$ cat src/rtl/mdu_serdes_pkg.sv
// Shared types and constants for the bit-serial MDU front end.
// Latency: n/a (types only).
// Backpressure: n/a (types only).
// Contents: FSM state enum, MDU op encodings, default operand width.
package mdu_serdes_pkg;

  localparam int unsigned MDU_WIDTH = 32;
  localparam int unsigned OP_W      = 3;

  typedef enum logic [1:0] {
    ST_IDLE   = 2'd0,
    ST_LOAD   = 2'd1,
    ST_EXEC   = 2'd2,
    ST_RESULT = 2'd3
  } state_e;

  // RISC-V M-extension funct3 ordering.
  typedef enum logic [OP_W-1:0] {
    OP_MUL    = 3'b000,
    OP_MULH   = 3'b001,
    OP_MULHSU = 3'b010,
    OP_MULHU  = 3'b011,
    OP_DIV    = 3'b100,
    OP_DIVU   = 3'b101,
    OP_REM    = 3'b110,
    OP_REMU   = 3'b111
  } mdu_op_e;

endpackage

$ cat src/rtl/mdu_serdes_if.sv
// Bundle of core-side serial strobes and MDU-side parallel handshake.
// Latency: n/a (wires only).
// Backpressure: o_mdu_valid is held until i_mdu_ready; serial strobes have no backpressure.
// Modports: slave = the serdes block, master = core + MDU driving it.
interface mdu_serdes_if
  import mdu_serdes_pkg::*;
#(
  parameter int WIDTH = 32
);

  // core -> serdes
  logic             i_start;
  logic [OP_W-1:0]  i_op;
  logic             i_cnt_en;
  logic             i_rs1_bit;
  logic             i_rs2_bit;
  logic             i_rd_en;
  // serdes -> core
  logic             o_busy;
  logic             o_done;
  logic             o_rd_bit;
  // serdes <-> parallel MDU
  logic [WIDTH-1:0] o_mdu_rs1;
  logic [WIDTH-1:0] o_mdu_rs2;
  logic [OP_W-1:0]  o_mdu_op;
  logic             o_mdu_valid;
  logic             i_mdu_ready;
  logic [WIDTH-1:0] i_mdu_rd;

  modport slave (
    input  i_start, i_op, i_cnt_en, i_rs1_bit, i_rs2_bit, i_rd_en,
    input  i_mdu_ready, i_mdu_rd,
    output o_busy, o_done, o_rd_bit,
    output o_mdu_rs1, o_mdu_rs2, o_mdu_op, o_mdu_valid
  );

  modport master (
    output i_start, i_op, i_cnt_en, i_rs1_bit, i_rs2_bit, i_rd_en,
    output i_mdu_ready, i_mdu_rd,
    input  o_busy, o_done, o_rd_bit,
    input  o_mdu_rs1, o_mdu_rs2, o_mdu_op, o_mdu_valid
  );

endinterface

$ cat src/rtl/mdu_sipo.sv
// Serial-in parallel-out register: shifts right, new bit enters at the MSB.
// Latency: bit visible in o_data the cycle after the enabled edge.
// Backpressure: none; i_en is the only qualifier, idle cycles hold the contents.
// Ports: i_clk, i_rst_n (async active-low), i_en, i_bit, o_data[WIDTH].
module mdu_sipo #(
  parameter int WIDTH = 32
) (
  input  logic             i_clk,
  input  logic             i_rst_n,
  input  logic             i_en,
  input  logic             i_bit,
  output logic [WIDTH-1:0] o_data
);

  logic [WIDTH-1:0] data_q;
  logic [WIDTH-1:0] data_d;

  // LSB-first stream: after WIDTH shifts the first bit sits at [0].
  always_comb begin
    data_d = data_q;
    if (i_en) begin
      data_d = {i_bit, data_q[WIDTH-1:1]};
    end
  end

  always_ff @(posedge i_clk or negedge i_rst_n) begin
    if (!i_rst_n) begin
      data_q <= '0;
    end else begin
      data_q <= data_d;
    end
  end

  assign o_data = data_q;

endmodule

$ cat src/rtl/mdu_serdes.sv
// Bit-serial front end for the parallel MDU: deserialise rs1/rs2, hand off, serialise rd.
// Latency: valid the cycle after the last operand bit; rd bit 0 the cycle after i_mdu_ready.
// Backpressure: o_mdu_valid held until i_mdu_ready; shift-out paced by i_rd_en, gaps allowed.
// Ports: i_clk, i_rst_n (async active-low), bus (mdu_serdes_if.slave: core strobes + MDU handshake).
module mdu_serdes
  import mdu_serdes_pkg::*;
#(
  parameter int WIDTH = MDU_WIDTH
) (
  input  logic         i_clk,
  input  logic         i_rst_n,
  mdu_serdes_if.slave  bus
);

  localparam int CW = $clog2(WIDTH);
  localparam logic [CW-1:0] CNT_LAST = CW'(WIDTH - 1);

  state_e           state_q, state_d;
  logic [CW-1:0]    cnt_q,   cnt_d;
  logic [OP_W-1:0]  op_q,    op_d;
  logic             valid_q, valid_d;
  logic             done_q,  done_d;
  logic [WIDTH-1:0] res_q,   res_d;

  logic             load_en;
  logic [WIDTH-1:0] rs1_data;
  logic [WIDTH-1:0] rs2_data;

  // Operand shifters only advance while collecting; they then hold stable for the MDU.
  assign load_en = (state_q == ST_LOAD) && bus.i_cnt_en;

  mdu_sipo #(.WIDTH(WIDTH)) u_rs1_sipo (
    .i_clk   (i_clk),
    .i_rst_n (i_rst_n),
    .i_en    (load_en),
    .i_bit   (bus.i_rs1_bit),
    .o_data  (rs1_data)
  );

  mdu_sipo #(.WIDTH(WIDTH)) u_rs2_sipo (
    .i_clk   (i_clk),
    .i_rst_n (i_rst_n),
    .i_en    (load_en),
    .i_bit   (bus.i_rs2_bit),
    .o_data  (rs2_data)
  );

  always_comb begin
    state_d = state_q;
    cnt_d   = cnt_q;
    op_d    = op_q;
    valid_d = valid_q;
    done_d  = done_q;
    res_d   = res_q;

    unique case (state_q)
      ST_IDLE: begin
        // Operand bits in the start cycle itself are not collected.
        if (bus.i_start) begin
          op_d    = bus.i_op;
          cnt_d   = '0;
          state_d = ST_LOAD;
        end
      end

      ST_LOAD: begin
        if (bus.i_cnt_en) begin
          if (cnt_q == CNT_LAST) begin
            cnt_d   = '0;
            valid_d = 1'b1;
            state_d = ST_EXEC;
          end else begin
            cnt_d = cnt_q + 1'b1;
          end
        end
      end

      ST_EXEC: begin
        // Valid must fall on the ready edge; a divider would restart on a lingering valid.
        if (bus.i_mdu_ready) begin
          res_d   = bus.i_mdu_rd;
          valid_d = 1'b0;
          done_d  = 1'b1;
          state_d = ST_RESULT;
        end
      end

      ST_RESULT: begin
        if (bus.i_rd_en) begin
          res_d = {1'b0, res_q[WIDTH-1:1]};
          if (cnt_q == CNT_LAST) begin
            cnt_d   = '0;
            done_d  = 1'b0;
            state_d = ST_IDLE;
          end else begin
            cnt_d = cnt_q + 1'b1;
          end
        end
      end

      default: begin
        state_d = ST_IDLE;
      end
    endcase
  end

  always_ff @(posedge i_clk or negedge i_rst_n) begin
    if (!i_rst_n) begin
      state_q <= ST_IDLE;
      cnt_q   <= '0;
      op_q    <= '0;
      valid_q <= 1'b0;
      done_q  <= 1'b0;
      res_q   <= '0;
    end else begin
      state_q <= state_d;
      cnt_q   <= cnt_d;
      op_q    <= op_d;
      valid_q <= valid_d;
      done_q  <= done_d;
      res_q   <= res_d;
    end
  end

  assign bus.o_mdu_rs1   = rs1_data;
  assign bus.o_mdu_rs2   = rs2_data;
  assign bus.o_mdu_op    = op_q;
  assign bus.o_mdu_valid = valid_q;
  assign bus.o_done      = done_q;
  assign bus.o_busy      = (state_q != ST_IDLE);
  // Result register drains to zero, so this reads 0 outside RESULT.
  assign bus.o_rd_bit    = res_q[0];

endmodule

$ cat src/flat_wrapper.sv
// flat-port wrapper written by rule: the top's interface ports become plain ports
module mdu_serdes_flat import mdu_serdes_pkg::*;
#(
  parameter int WIDTH = MDU_WIDTH
)
  (i_clk, i_rst_n, bus_i_start, bus_i_op, bus_i_cnt_en, bus_i_rs1_bit, bus_i_rs2_bit, bus_i_rd_en, bus_i_mdu_ready, bus_i_mdu_rd, bus_o_busy, bus_o_done, bus_o_rd_bit, bus_o_mdu_rs1, bus_o_mdu_rs2, bus_o_mdu_op, bus_o_mdu_valid);
  mdu_serdes_if #(.WIDTH(WIDTH)) bus_i ();
  input  logic i_clk;
  input  logic i_rst_n;
  input wire logic [$bits(bus_i.i_start)-1:0] bus_i_start;
  input wire logic [$bits(bus_i.i_op)-1:0] bus_i_op;
  input wire logic [$bits(bus_i.i_cnt_en)-1:0] bus_i_cnt_en;
  input wire logic [$bits(bus_i.i_rs1_bit)-1:0] bus_i_rs1_bit;
  input wire logic [$bits(bus_i.i_rs2_bit)-1:0] bus_i_rs2_bit;
  input wire logic [$bits(bus_i.i_rd_en)-1:0] bus_i_rd_en;
  input wire logic [$bits(bus_i.i_mdu_ready)-1:0] bus_i_mdu_ready;
  input wire logic [$bits(bus_i.i_mdu_rd)-1:0] bus_i_mdu_rd;
  output wire logic [$bits(bus_i.o_busy)-1:0] bus_o_busy;
  output wire logic [$bits(bus_i.o_done)-1:0] bus_o_done;
  output wire logic [$bits(bus_i.o_rd_bit)-1:0] bus_o_rd_bit;
  output wire logic [$bits(bus_i.o_mdu_rs1)-1:0] bus_o_mdu_rs1;
  output wire logic [$bits(bus_i.o_mdu_rs2)-1:0] bus_o_mdu_rs2;
  output wire logic [$bits(bus_i.o_mdu_op)-1:0] bus_o_mdu_op;
  output wire logic [$bits(bus_i.o_mdu_valid)-1:0] bus_o_mdu_valid;
  assign bus_i.i_start = bus_i_start;
  assign bus_i.i_op = bus_i_op;
  assign bus_i.i_cnt_en = bus_i_cnt_en;
  assign bus_i.i_rs1_bit = bus_i_rs1_bit;
  assign bus_i.i_rs2_bit = bus_i_rs2_bit;
  assign bus_i.i_rd_en = bus_i_rd_en;
  assign bus_i.i_mdu_ready = bus_i_mdu_ready;
  assign bus_i.i_mdu_rd = bus_i_mdu_rd;
  assign bus_o_busy = bus_i.o_busy;
  assign bus_o_done = bus_i.o_done;
  assign bus_o_rd_bit = bus_i.o_rd_bit;
  assign bus_o_mdu_rs1 = bus_i.o_mdu_rs1;
  assign bus_o_mdu_rs2 = bus_i.o_mdu_rs2;
  assign bus_o_mdu_op = bus_i.o_mdu_op;
  assign bus_o_mdu_valid = bus_i.o_mdu_valid;
  mdu_serdes #(.WIDTH(WIDTH)) u_core (.i_clk(i_clk), .i_rst_n(i_rst_n), .bus(bus_i));
endmodule
$ cat config.mk
export PLATFORM = sky130hd
export DESIGN_NAME = mdu_serdes_flat
export DESIGN_NICKNAME = d
export VERILOG_FILES = /design/src/rtl/mdu_serdes_pkg.sv /design/src/rtl/mdu_serdes_if.sv /design/src/rtl/mdu_sipo.sv /design/src/rtl/mdu_serdes.sv /design/src/flat_wrapper.sv
export SDC_FILE = /design/constraint.sdc
export NUM_CORES = 1
export LEC_CHECK = 0
export BUFFER_PORTS_ARGS = -buffer_cell sky130_fd_sc_hd__buf_2
export CORE_MARGIN = 2
export CORE_UTILIZATION = 30
export CTS_CLUSTER_DIAMETER = 30
export CTS_CLUSTER_SIZE = 40
export DETAILED_ROUTE_END_ITERATION = 16
export MAX_ROUTING_LAYER = met4
export PLACE_DENSITY = 0.62
export SLEW_MARGIN = 40
export SYNTH_ARGS = -nofsm -noshare
export SYNTH_HDL_FRONTEND = slang
export SYNTH_HIERARCHICAL = 1
export SYNTH_SLANG_ARGS = --single-unit
$ cat constraint.sdc
create_clock -name i_clk -period 4 [get_ports i_clk]
set_clock_uncertainty 0.2 [all_clocks]
set_input_delay 0.2 -clock i_clk [delete_from_list [all_inputs] [get_ports i_clk]]
set_output_delay 0.2 -clock i_clk [all_outputs]
set_load 0.02 [all_outputs]
Yosys cells after proc, flatten, opt, wreduce, memory -nomap -nowiden

Cells that the tools add are included.
W data, S select, Z words.

Flip-flop bits (word level): 108
Input bits: 43
Output and inout port bits: 71
Word-level logic and storage cells: 54

$add $sub $neg: 1
Equality and inequality tests: 10
Mux-type cells: 23
Reduce and logical (&&, ||, !) cells: 12

Operator list:

| kind                  | count |
|---|---|
| $mux W32              | 2 |
| $pmux W32 S2          | 1 |
| $mux W5               | 4 |
| $pmux W5 S3           | 1 |
| $mux W2               | 6 |
| $reduce_and A4 Y1     | 3 |
| $ne A2 B2 Y1 const B  | 5 |
| $pmux W2 S4           | 1 |
| $mux W1               | 6 |
| $reduce_and A6 Y1     | 1 |
| $reduce_bool A2 Y1    | 3 |
| $add A5 B1 Y5 const B | 1 |
| $eq A5 B5 Y1 const B  | 1 |
| $eq A2 B2 Y1 const B  | 2 |
| $pmux W1 S2           | 2 |
| $reduce_and A3 Y1     | 1 |
| $reduce_bool A3 Y1    | 1 |
| $eq A2 B1 Y1 const B  | 1 |
| $logic_not A2 Y1      | 1 |
| $ne A2 B1 Y1 const B  | 1 |
| $reduce_and A2 Y1     | 1 |
| $logic_and A1 B1 Y1   | 1 |

Depth between registers and ports, before layout

Gate-level depths: netlist (run 1).

Depth in word-level cells: 4
Depth in mapped cells: 8

Hierarchy

The synthesis (run 1) kept the hierarchy.

By module, submodules not included:

| module     | times used | cells each | area each (sq um) |
|---|---|---|---|
| mdu_sipo   | 2          | 68         | 1345.0 |
| mdu_serdes | 1          | 204        | 2220.9 |

Least setup slack after synthesis (run 1)

No wires, ideal clock.

Kind: register to register
Start point: register u_core.cnt_q[0]
End point: register u_core.state_q[1]
Library setup time: 0.125 ns
Arrival time: 1.644 ns
Data required time: 3.675 ns
Slack: 2.031 ns
Cell stages (with the launch flop): 7
Buffers on the path: 0
Period minus slack after synthesis: 1.969 ns
Cells stage by stage: dfrtp_1 ha_1 and3_1 ha_1 o21bai_1 o2111ai_1 mux2_2

Cells in the longest elaborated chain, start to end: 3
Elaborated cells on any way between the ends: 4
Those cells by class: 3 x eq/ne; 1 x reduce/logical

RTL lines:

| item                                                                 | line                               | text |
|---|---|---|
| start: declaration                                                   | mdu_serdes.sv:19                   | `logic [CW-1:0] cnt_q, cnt_d;` |
| start signal: assignment                                             | mdu_serdes.sv:117                  | `cnt_q <= cnt_d;` |
| $eq A5 B5 Y1 *                                                       | mdu_serdes.sv:68, mdu_serdes.sv:91 |  |
| $ne A2 B2 Y1 (no source line) / $ne A2 B1 Y1 (equally long branches) | --                                 |  |
| $reduce_and A6 Y1 (no source line) *                                 | --                                 |  |
| end signal: assignment                                               | mdu_serdes.sv:116                  | `state_q <= state_d;` |
| end: declaration                                                     | mdu_serdes.sv:18                   | `state_e state_q, state_d;` |

Every way passes the cells marked *; elsewhere a longest branch is shown, timed or not.
A chain may end at the register's enable or synchronous reset.

Worst setup path in the final report (run 1)

Start point: register u_core.state_q[1]
End point: register u_core.u_rs1_sipo.data_q[21] (netlist: u_core/u_rs1_sipo/o_data[21])

Cells in the longest elaborated chain, start to end: 2

RTL lines:

| item                   | line             | text |
|---|---|---|
| $eq A2 B1 Y1           | mdu_serdes.sv:30 | `assign load_en = (state_q == ST_LOAD) && bus.i_cnt_en;` |
| $logic_and A1 B1 Y1    | mdu_serdes.sv:30 |  |
| net u_core.load_en     | mdu_serdes.sv:25 | `logic load_en;` |
| end signal: assignment | mdu_sipo.sv:30   | `data_q <= data_d;` |
| end: declaration       | mdu_sipo.sv:15   | `logic [WIDTH-1:0] data_q;` |

The timed path passes the listed nets, and every way through them passes these cells.

==> run summary, run 1 <==
The DRC marker count from the first detailed-route iteration came out at 138. The number of hold violations in the final report came to 0. The post-route antenna net violation count is 0. The initial antenna violation count came out at 0.

The switching power share of the total came out at 37.4%. In the layout the commonest cells are sky130_fd_sc_hd__buf_2, sky130_fd_sc_hd__dfrtp_1, sky130_fd_sc_hd__mux2_4. The combinational share of power is 41.0%. The number of setup buffers added after CTS came out at 0. Fill cells in the final layout number around 1,500. The clock latency reported for the late side of the worst-skew pair is between 300 and 400 ps. TritonCTS built the clock tree. The weighted congestion reported at the end of routability-driven placement came out at ~0.76.

The number of nets at the end of the flow is ~540. Setup repair after global routing left no endpoint under its margin. The kind of start point of the critical path is a register. During placement, the flow inserted port buffers numbering roughly 110. The final cycle utilization of the critical path came out at 63.8%. The level count of the clock H-tree came out at 3. Counting I/O delays and the setup requirement, the final critical path takes 2550 ps. Summing every instance area after synthesis gives ~5000 sq um. In the synthesized netlist the dominant register cell turns out to be sky130_fd_sc_hd__dfrtp_1. The routed length on met3 came out at 318 um.

The area of the core came out at about 16,000 sq um. The synthesized netlist cell count is 340. The most common cell after layout, fill and taps aside is sky130_fd_sc_hd__buf_2. The clock passes through at most 2 buffers. The global-route usage over all layers is 12.1%. After the flow finishes, the layout carries non-filler instances totaling 708. The fraction of synthesis flops using an asynchronous set or reset pin is 100%.

The proportion of synthesized chip area in sequential cells came out at 55.0%. Derived from the worst setup path, the maximum achievable clock frequency is 0.392 GHz. The cell-internal power came out at ~2.7 mW.

The number of placed instances, taps included, is 655. In the final layout, flip-flops and latches occupy about 2700 sq um. In this run the power density over the cells is 681 nW/um^2. In this run, CTS created clock tree buffers numbering 9.

The sequential share of power came out at 38.8%. The final max-slew violation count came out at 0. The worst slew margin relative to its limit came out at 52.1%.

The wire length of the first global-routing pass is 16,400 um. The total length of routed met2 wires came out at 4970 um. The total of cells resized after clock tree synthesis came out at 0. Clock-pin slew was measured on the worst setup and hold paths at roughly 70 ps. The die area came out at about 17,000 sq um. The multi-input gate area in the final layout came out at roughly 2000 sq um. The wire length the detailed router placed on met1 came out at 4330 um.

The portion of total power attributed to the clock network came out at 20.3%. The tightest min-delay check is of the input pin to register type. The via count of the first global-routing pass is between 3,000 and 4,000. The initial utilization of the core area, before any placement, comes to 30.8%. Counting flops and latches in the post-synthesis netlist gives 108. The detailed-routing iteration count for the pre-antenna-repair pass is 4.

The DRC violation count after routing came out at 0. For this design the top-level I/O count stands at 114. The run finished with clean final reports. The synthesized netlist net count came out at approximately 390. The worst IR drop on VDD came out at 0.346 mV.

The maximum number of pins on one net before global-route repair is 81. The data arrival time at the worst-slack endpoint is 2580 ps. The type of the setup path with the least slack is register to register. The y dimension of the die is 132 um. The highest metal layer used by the detailed router is met4. Setup violations remaining at the end of the flow were counted as 0. The peak fanout along the critical path is 38. The number of warnings reported in the yosys synthesis log is 6. The post-layout total power came out at 4.25 mW. For the worst setup path, the data required time is between 4000 and 5000 ps.

At the pin with the least slew margin, the transition time is 718 ps. Adding up every negative setup slack in the final design gives 0 ps. For this design the total switching power over the nets is 1.59 mW. The number of unique standard cell types used by synthesis came out at 29.

The signed area change from the synthesized netlist to the final layout came out at 27.0%. STA classifies the critical path endpoint as a register. The floorplan has 46 rows.

The total wirelength of the detailed-routed design is 9840 um. The clock drives between 100 and 150 sinks. The reported max-cap violation count came out at 0. Clock tree synthesis selected as its root buffer the cell sky130_fd_sc_hd__clkbuf_16.

After legalization and detailed placement, the total HPWL measured 6640 um. The via-per-instance ratio came out at between 4 and 5. The width of the die is 132 um. The synthesized area per cell came out at 14.4 sq um. Dividing the detail-routed wire length by the instance count gives roughly 14 um. In this run the static leakage power is approximately 3.0 nW. In the final layout, the share of cells above drive strength 1 is between 40% and 50%.

The total overflow left after global routing is 0. Yosys mapped a number of flops with a built-in enable equal to 0. The count of antenna diodes in the layout came out at 0. The routed layout has 3,024 vias.
logic make-up (layout without fill, tap and decap cells):
| logic type | after synthesis | after routing | share of synthesized area, % |
|---|---|---|---|
| AOI/OAI and AO/OA | 47 | 47 | 6.09 |
| muxes | 101 | 101 | 26.9 |
| and+or+nand+nor | 49 | 49 | 4.79 |
| DFF | 108 | 108 | 55.0 |
| buffers and inverters | 27 | 179 | 5.15 |
| adders and majority gates | 8 | 8 | 2.04 |
layout make-up:
type,count,share of cell area [%]
Tap cell,216,4.33
Inverter,8,0.481
Sequential cell,108,43.3
Multi-Input combinational cell,205,31.6
Timing Repair Buffer,155,15.7
Clock inverter,5,0.702
Clock buffer,11,3.89
cell usage after synthesis, types with 2 or more instances:
master                      instances  area (sq um)
sky130_fd_sc_hd__dfrtp_1          108          2700
sky130_fd_sc_hd__mux2_4            60           901
sky130_fd_sc_hd__mux2i_1           33           330
sky130_fd_sc_hd__nor2_1            33           124
sky130_fd_sc_hd__a21oi_1           24           120
sky130_fd_sc_hd__a21oi_2            8          70.1
sky130_fd_sc_hd__ha_1               8           100
sky130_fd_sc_hd__inv_1              8          30.0
sky130_fd_sc_hd__mux2_2             8          90.1
sky130_fd_sc_hd__buf_12             6           120
sky130_fd_sc_hd__o21ai_0            6          30.0
sky130_fd_sc_hd__buf_6              5          56.3
sky130_fd_sc_hd__nand2_1            5          18.8
sky130_fd_sc_hd__buf_2              4          20.0
sky130_fd_sc_hd__nand2b_1           4          25.0
sky130_fd_sc_hd__buf_4              3          22.5
sky130_fd_sc_hd__a22o_1             2          17.5
sky130_fd_sc_hd__and3_1             2          12.5
sky130_fd_sc_hd__o211ai_1           2          15.0
sky130_fd_sc_hd__o2bb2ai_1          2          17.5
registers in the layout, summed over array words and instances, names as in the netlist:
| register | flops |
|---|---|
| u_core/bus.o_done | 1 |
| u_core/bus.o_mdu_op | 3 |
| u_core/bus.o_mdu_valid | 1 |
| u_core/cnt_q | 5 |
| u_core/res_q | 32 |
| u_core/state_q | 2 |
| u_core/u_rs1_sipo/o_data | 32 |
| u_core/u_rs2_sipo/o_data | 32 |
routing by layer:
metal / track usage [%] / vias to the layer above
li1: - / 1474
met1: 14.6 / 1471
met2: 19.7 / 65
met3: 2.27 / 14
met4: 5.80 / 0
met5: - / -
path summary, 6_finish.rpt:
path                                                endpoint  slack [ps]  depth (start not counted)         startpoint
worst max-delay path            u_core/u_rs1_sipo/o_data[21]        1450                          5  u_core/state_q[1]
max in group asynchronous                   u_core/res_q[14]        2460                          3            i_rst_n
worst min register to register               u_core/cnt_q[0]         300                          1    u_core/cnt_q[0]
min in group asynchronous       u_core/u_rs1_sipo/o_data[17]         250                          2            i_rst_n
worst max register to register  u_core/u_rs1_sipo/o_data[21]        1450                          5  u_core/state_q[1]
worst min-delay path                        u_core/res_q[12]          10                          3   bus_i_mdu_rd[12]
power groups by stage:
stage | registers (mW) | clock network [mW] | logic, mW
2_1_floorplan | 1.81 | 0 | 1.27
3_3_place_gp | 1.65 | 0 | 1.68
3_5_place_dp | 1.67 | 0 | 1.74
4_1_cts | 1.65 | 0.899 | 1.77
5_1_grt | 1.69 | 0.948 | 1.91
6_report | 1.65 | 0.861 | 1.74
through the flow:
step                      instance area, sq um  utilization [%]  hold slack (ps)  worst slack [ps]
after floorplan                           4910                -             -296              2030
after detailed placement                  5580             35.0             92.7              1460
after global routing                      6240             39.1             24.9              1300
after global placement                    5580             35.0              210              1530
final                                     6240             39.1             13.3              1450
after CTS                                 6240             39.1            0.633              1440
worst max-delay path: stages, from the launching register on:
cell                      delay (ps)
sky130_fd_sc_hd__dfrtp_1         420
sky130_fd_sc_hd__inv_1           120
sky130_fd_sc_hd__ha_1            270
sky130_fd_sc_hd__and2_4          640
sky130_fd_sc_hd__buf_4           420
sky130_fd_sc_hd__mux2_4          330
timing repair:
action                     4_1_cts  5_1_grt
hold endpoints to repair       115        0
hold buffers                    37        0
setup endpoints to repair        0        0
Note: power is estimated with default switching activity, not from simulation.
==> inputs of run 2 (changes only) <==
--- a/config.mk
+++ b/config.mk
@@ -5,6 +5,7 @@
 export SDC_FILE = /design/constraint.sdc
 export NUM_CORES = 1
 export LEC_CHECK = 0
+export ABC_AREA = 1
 export BUFFER_PORTS_ARGS = -buffer_cell sky130_fd_sc_hd__buf_2
 export CORE_MARGIN = 2
 export CORE_UTILIZATION = 30
@@ -12,7 +13,7 @@
 export CTS_CLUSTER_SIZE = 40
 export DETAILED_ROUTE_END_ITERATION = 16
 export MAX_ROUTING_LAYER = met4
-export PLACE_DENSITY = 0.62
+export PLACE_DENSITY = 0.63
 export SLEW_MARGIN = 40
 export SYNTH_ARGS = -nofsm -noshare
 export SYNTH_HDL_FRONTEND = slang
==> constraint.sdc (replaced) <==
create_clock -name i_clk -period 2.05 [get_ports i_clk]
set_clock_uncertainty 0.2 [all_clocks]
set_input_delay 0.1025 -clock i_clk [delete_from_list [all_inputs] [get_ports i_clk]]
set_output_delay 0.1025 -clock i_clk [all_outputs]
set_load 0.02 [all_outputs]
==> run summary, run 2 <==
The run finished with clean final reports. The initial utilization of the core area, before any placement, comes to 30.8%. The top-level I/O count came out at 114. The final max-slew violation count came out at 0.

The critical path capture point type is a register. Clock latency on the worst-skew pair, taken at its later pin, is 350 ps. After synthesis, the largest family of logic cells by area is simple AND/OR/NAND/NOR gates. The minimum period implied by the final worst setup slack is 1860 ps. The count of antenna diodes in the layout came out at 0. The number of setup buffers added after CTS came out at 0. The number of cells in the design after placement came out at between 800 and 900. The number of unique standard cell types used by synthesis is 25. The clock network accounts for a little under a quarter of the total power. The startpoint identified for the worst register-to-register timing path is u_core/cnt_q[0].

Registers are responsible for 39.9% of the overall power. The number of setup violations in the final report came out at 0. By count the netlist is led by sky130_fd_sc_hd__nand2_1, sky130_fd_sc_hd__dfrtp_1, sky130_fd_sc_hd__o21ai_0, sky130_fd_sc_hd__or2_2, sky130_fd_sc_hd__nand2_2. The slowest stage of the critical path is the sky130_fd_sc_hd__dfrtp_1 cell.

The initial antenna violation count came to 0. The weighted congestion reported at the end of routability-driven placement is 0.802. The width of the die came out at 132 um. The global-route usage over all layers came out at 13.1%.

The signed area change from the synthesized netlist to the final layout came out at 28.2%. The maximum clock frequency came out at about 0.54 GHz. By area the synthesized netlist is led by sky130_fd_sc_hd__dfrtp_1, sky130_fd_sc_hd__nand2_1, sky130_fd_sc_hd__o21ai_0.

Final hold analysis gives a worst-case slack of 18.9 ps. The proportion of synthesized area in mux cells came out at less than 1%. The clock tree root buffer cell is sky130_fd_sc_hd__clkbuf_16. IR analysis of the VDD net gives a maximum drop of slightly above 0.7 mV. The die area is 17,400 sq um.

The area fraction in and, or, nand and nor cells after synthesis came out at between 20% and 30%. The number of enable-type register cells in the synthesized netlist came out at 0. The synthesized netlist devotes 0% of its cell area to XOR and XNOR gates. Yosys instantiated no cell more often than sky130_fd_sc_hd__nand2_1. In this run the remaining antenna-violating nets after routing total 0. At the end of the flow the core is filled with cells to 39.5%. The synthesized netlist devotes 2.04% of its cell area to adder and majority cells. After synthesis, the largest area contributor takes up 55.0% of total cell area. The most frequently used flop master after synthesis is sky130_fd_sc_hd__dfrtp_1. On the worst path, the slowest cell contributes a delay of roughly 420 ps. The min-delay analysis places its worst path in the category input pin to register. The number of buffers and inverters on the critical path is 1. The areal power density over the cells came out at 1220 nW/um^2. The average wire per standard cell is ~12 um. The synthesized netlist net count is 596. The final setup TNS came out at 0 ps.

The half-perimeter wire length after placement is a little over 7000 um. The most common cell after layout, fill and taps aside is sky130_fd_sc_hd__nand2_1. The critical path starts at u_core/cnt_q[0].

During synthesis, Yosys emitted a total of 6 warnings. The wire length of the first global-routing pass came out at 18,000 um. Clock-pin slew was measured on the worst setup and hold paths at 70 ps.

Headroom to the max-slew limit came out at 73.6%. The cell that appears most often on the critical path is sky130_fd_sc_hd__nand2_1. Counting every instance in the synthesized netlist gives 545. The number of standard cells in the final layout excluding fillers came out at 915.

Counting flops and latches in the post-synthesis netlist gives 108. The data arrival time at the worst-slack endpoint came out at approximately 1900 ps. The y dimension of the die is 132 um. The cell family contributing the most delay on the critical path is simple AND/OR/NAND/NOR gates.

The level count of the clock H-tree is 3. The internal power of the cells totals about 4.8 mW. Walking the worst path, the cells encountered are ha_1, nand2_1, nor2_1, ha_2, inv_1, nand2_1, nand2_1, nor2_2, nand2_1, nand2_1, nand2_1. For this run, design rule violations remaining after detail routing come to 0. The top cell types in the final layout, fill and taps aside, are sky130_fd_sc_hd__nand2_1, sky130_fd_sc_hd__buf_2, sky130_fd_sc_hd__dfrtp_1. The floorplan has 46 rows. No sink is reached through more buffers than the 2 on the longest clock path. The critical path data required time came out at 2090 ps. The number of port buffers is 113.

The worst hold path begins at bus_i_mdu_rd[15]. The leakage power total is between 3 and 4 nW. The critical path in this run is classified as register to register. The number of buffers created by CTS is 9.

The area of the core came out at 15,900 sq um. The via-per-instance ratio is about 4.2. The number of nets at the end of the flow came out at 745. The post-layout total power is approximately 7.7 mW.

The DRC marker count from the first detailed-route iteration is 155. Across all layers, the routed design uses between 3,000 and 4,000 vias. The number of hold violations in the final report was 0. The via count of the first global-routing pass is 3,748. The critical register-to-register path endpoint is u_core/state_q[1]. Cells with a size suffix above 1 make up 30.9% of the layout. Of all flip-flops after synthesis, the portion carrying an async set or reset was 100%. Counting every sink on the clock net gives 108. sky130_fd_sc_hd__dfrtp_1 takes more of the synthesized area than any other cell. Across the run, the number of max-cap violations was 0. After global routing the overflow that remains totals 0. For this design the total switching power over the nets is 2.94 mW.

The synthesized area per cell came out at 9.02 sq um. The measured slew at the worst slew-check pin came out at around 400 ps. The final cycle utilization of the critical path came out at between 90 and 100%. The TritonCTS clock tree is done. The peak fanout along the critical path is 5. The kind of start point of the critical path is a register. The combinational share of power came out at 36.7%. Setup repair after global routing left no endpoint under its margin. The maximum number of pins on one net before global-route repair came out at 59. Of the synthesized area, sequential elements account for 55.0%. The internal reg-to-reg setup slack is 190 ps. The number of cell instances on the worst register-to-register path is 11. The first detailed-routing pass ran for 4 iterations. The switching power share of the total is 38.2%. The total wirelength of the detailed-routed design came out at 10,900 um.

After synthesis the cells add up to 4910 sq um. Summing the areas of all compound-gate instances in the mapped netlist gives 7.64% of the synthesized area. The number of stages on the worst hold path is 4. For hold timing, the worst endpoint is u_core/res_q[15].
==> run 2: metrics by stage <==
stage | area [sq um] | worst slack (ps)
6_report | 6300 | 189
5_1_grt | 6300 | 8.71
3_5_place_dp | 5600 | 153
2_1_floorplan | 4910 | 365
4_1_cts | 6300 | 139
3_3_place_gp | 5600 | 199
==> run 2: routing by layer <==
layer | part of all wire (%) | global-route usage, % | vias to the layer above
li1 | - | - | 1986
met1 | 47 | 16.3 | 1797
met2 | 47 | 21.1 | 82
met3 | 4.8 | 3.96 | 6
met4 | 0.80 | 2.54 | 0
met5 | 0 | - | -
==> run 2: power by group through the flow <==
stage                     logic, mW  registers, mW  clock network, mW
after floorplan                1.97           3.32                  0
after global placement         2.75           3.13                  0
after detailed placement       2.80           3.11                  0
after CTS                      2.86           3.08               1.89
after global routing           3.22           3.15               1.97
final                          2.83           3.08               1.80
==> run 2: what timing repair did <==
| action | CTS | global route |
|---|---|---|
| endpoints found under the setup margin | 0 | 3 |
| hold endpoints to repair | 144 | 0 |
| gates resized for setup | 0 | 3 |
| hold buffers | 39 | 0 |
==> run 2: cells by family (layout without fill, tap and decap cells) <==
family	count (synthesis)	after routing
AO/OA/AOI/OAI	68	68
adder cells (fa/ha/maj)	8	8
buffers and inverters	48	202
flip-flops	108	108
multiplexers	3	3
AND/OR/NAND/NOR	310	310
==> run 2: final cells by class <==
type	count	area, sq um
fill	1632	9640
sequential	108	2700
multi-input combinational	389	1840
timing repair buffer	165	1090
tap	216	270
clock buffer	10	239
inverter	21	93.8
clock inverter	6	71.3
==> run 2: worst min-delay path: stages <==
cell and delay [ps]:
sky130_fd_sc_hd__buf_2 70, sky130_fd_sc_hd__or2_2 90, sky130_fd_sc_hd__o21ai_0 60, sky130_fd_sc_hd__o21ai_0 200
==> run 2: worst max path at each step <==
stage	to	depth (start not counted)
2_1_floorplan	u_core/state_q[1]	11
3_3_place_gp	u_core/res_q[25]	6
3_5_place_dp	u_core/state_q[1]	11
4_1_cts	u_core/res_q[28]	6
5_1_grt	u_core/state_q[1]	11
6_report	u_core/state_q[1]	11
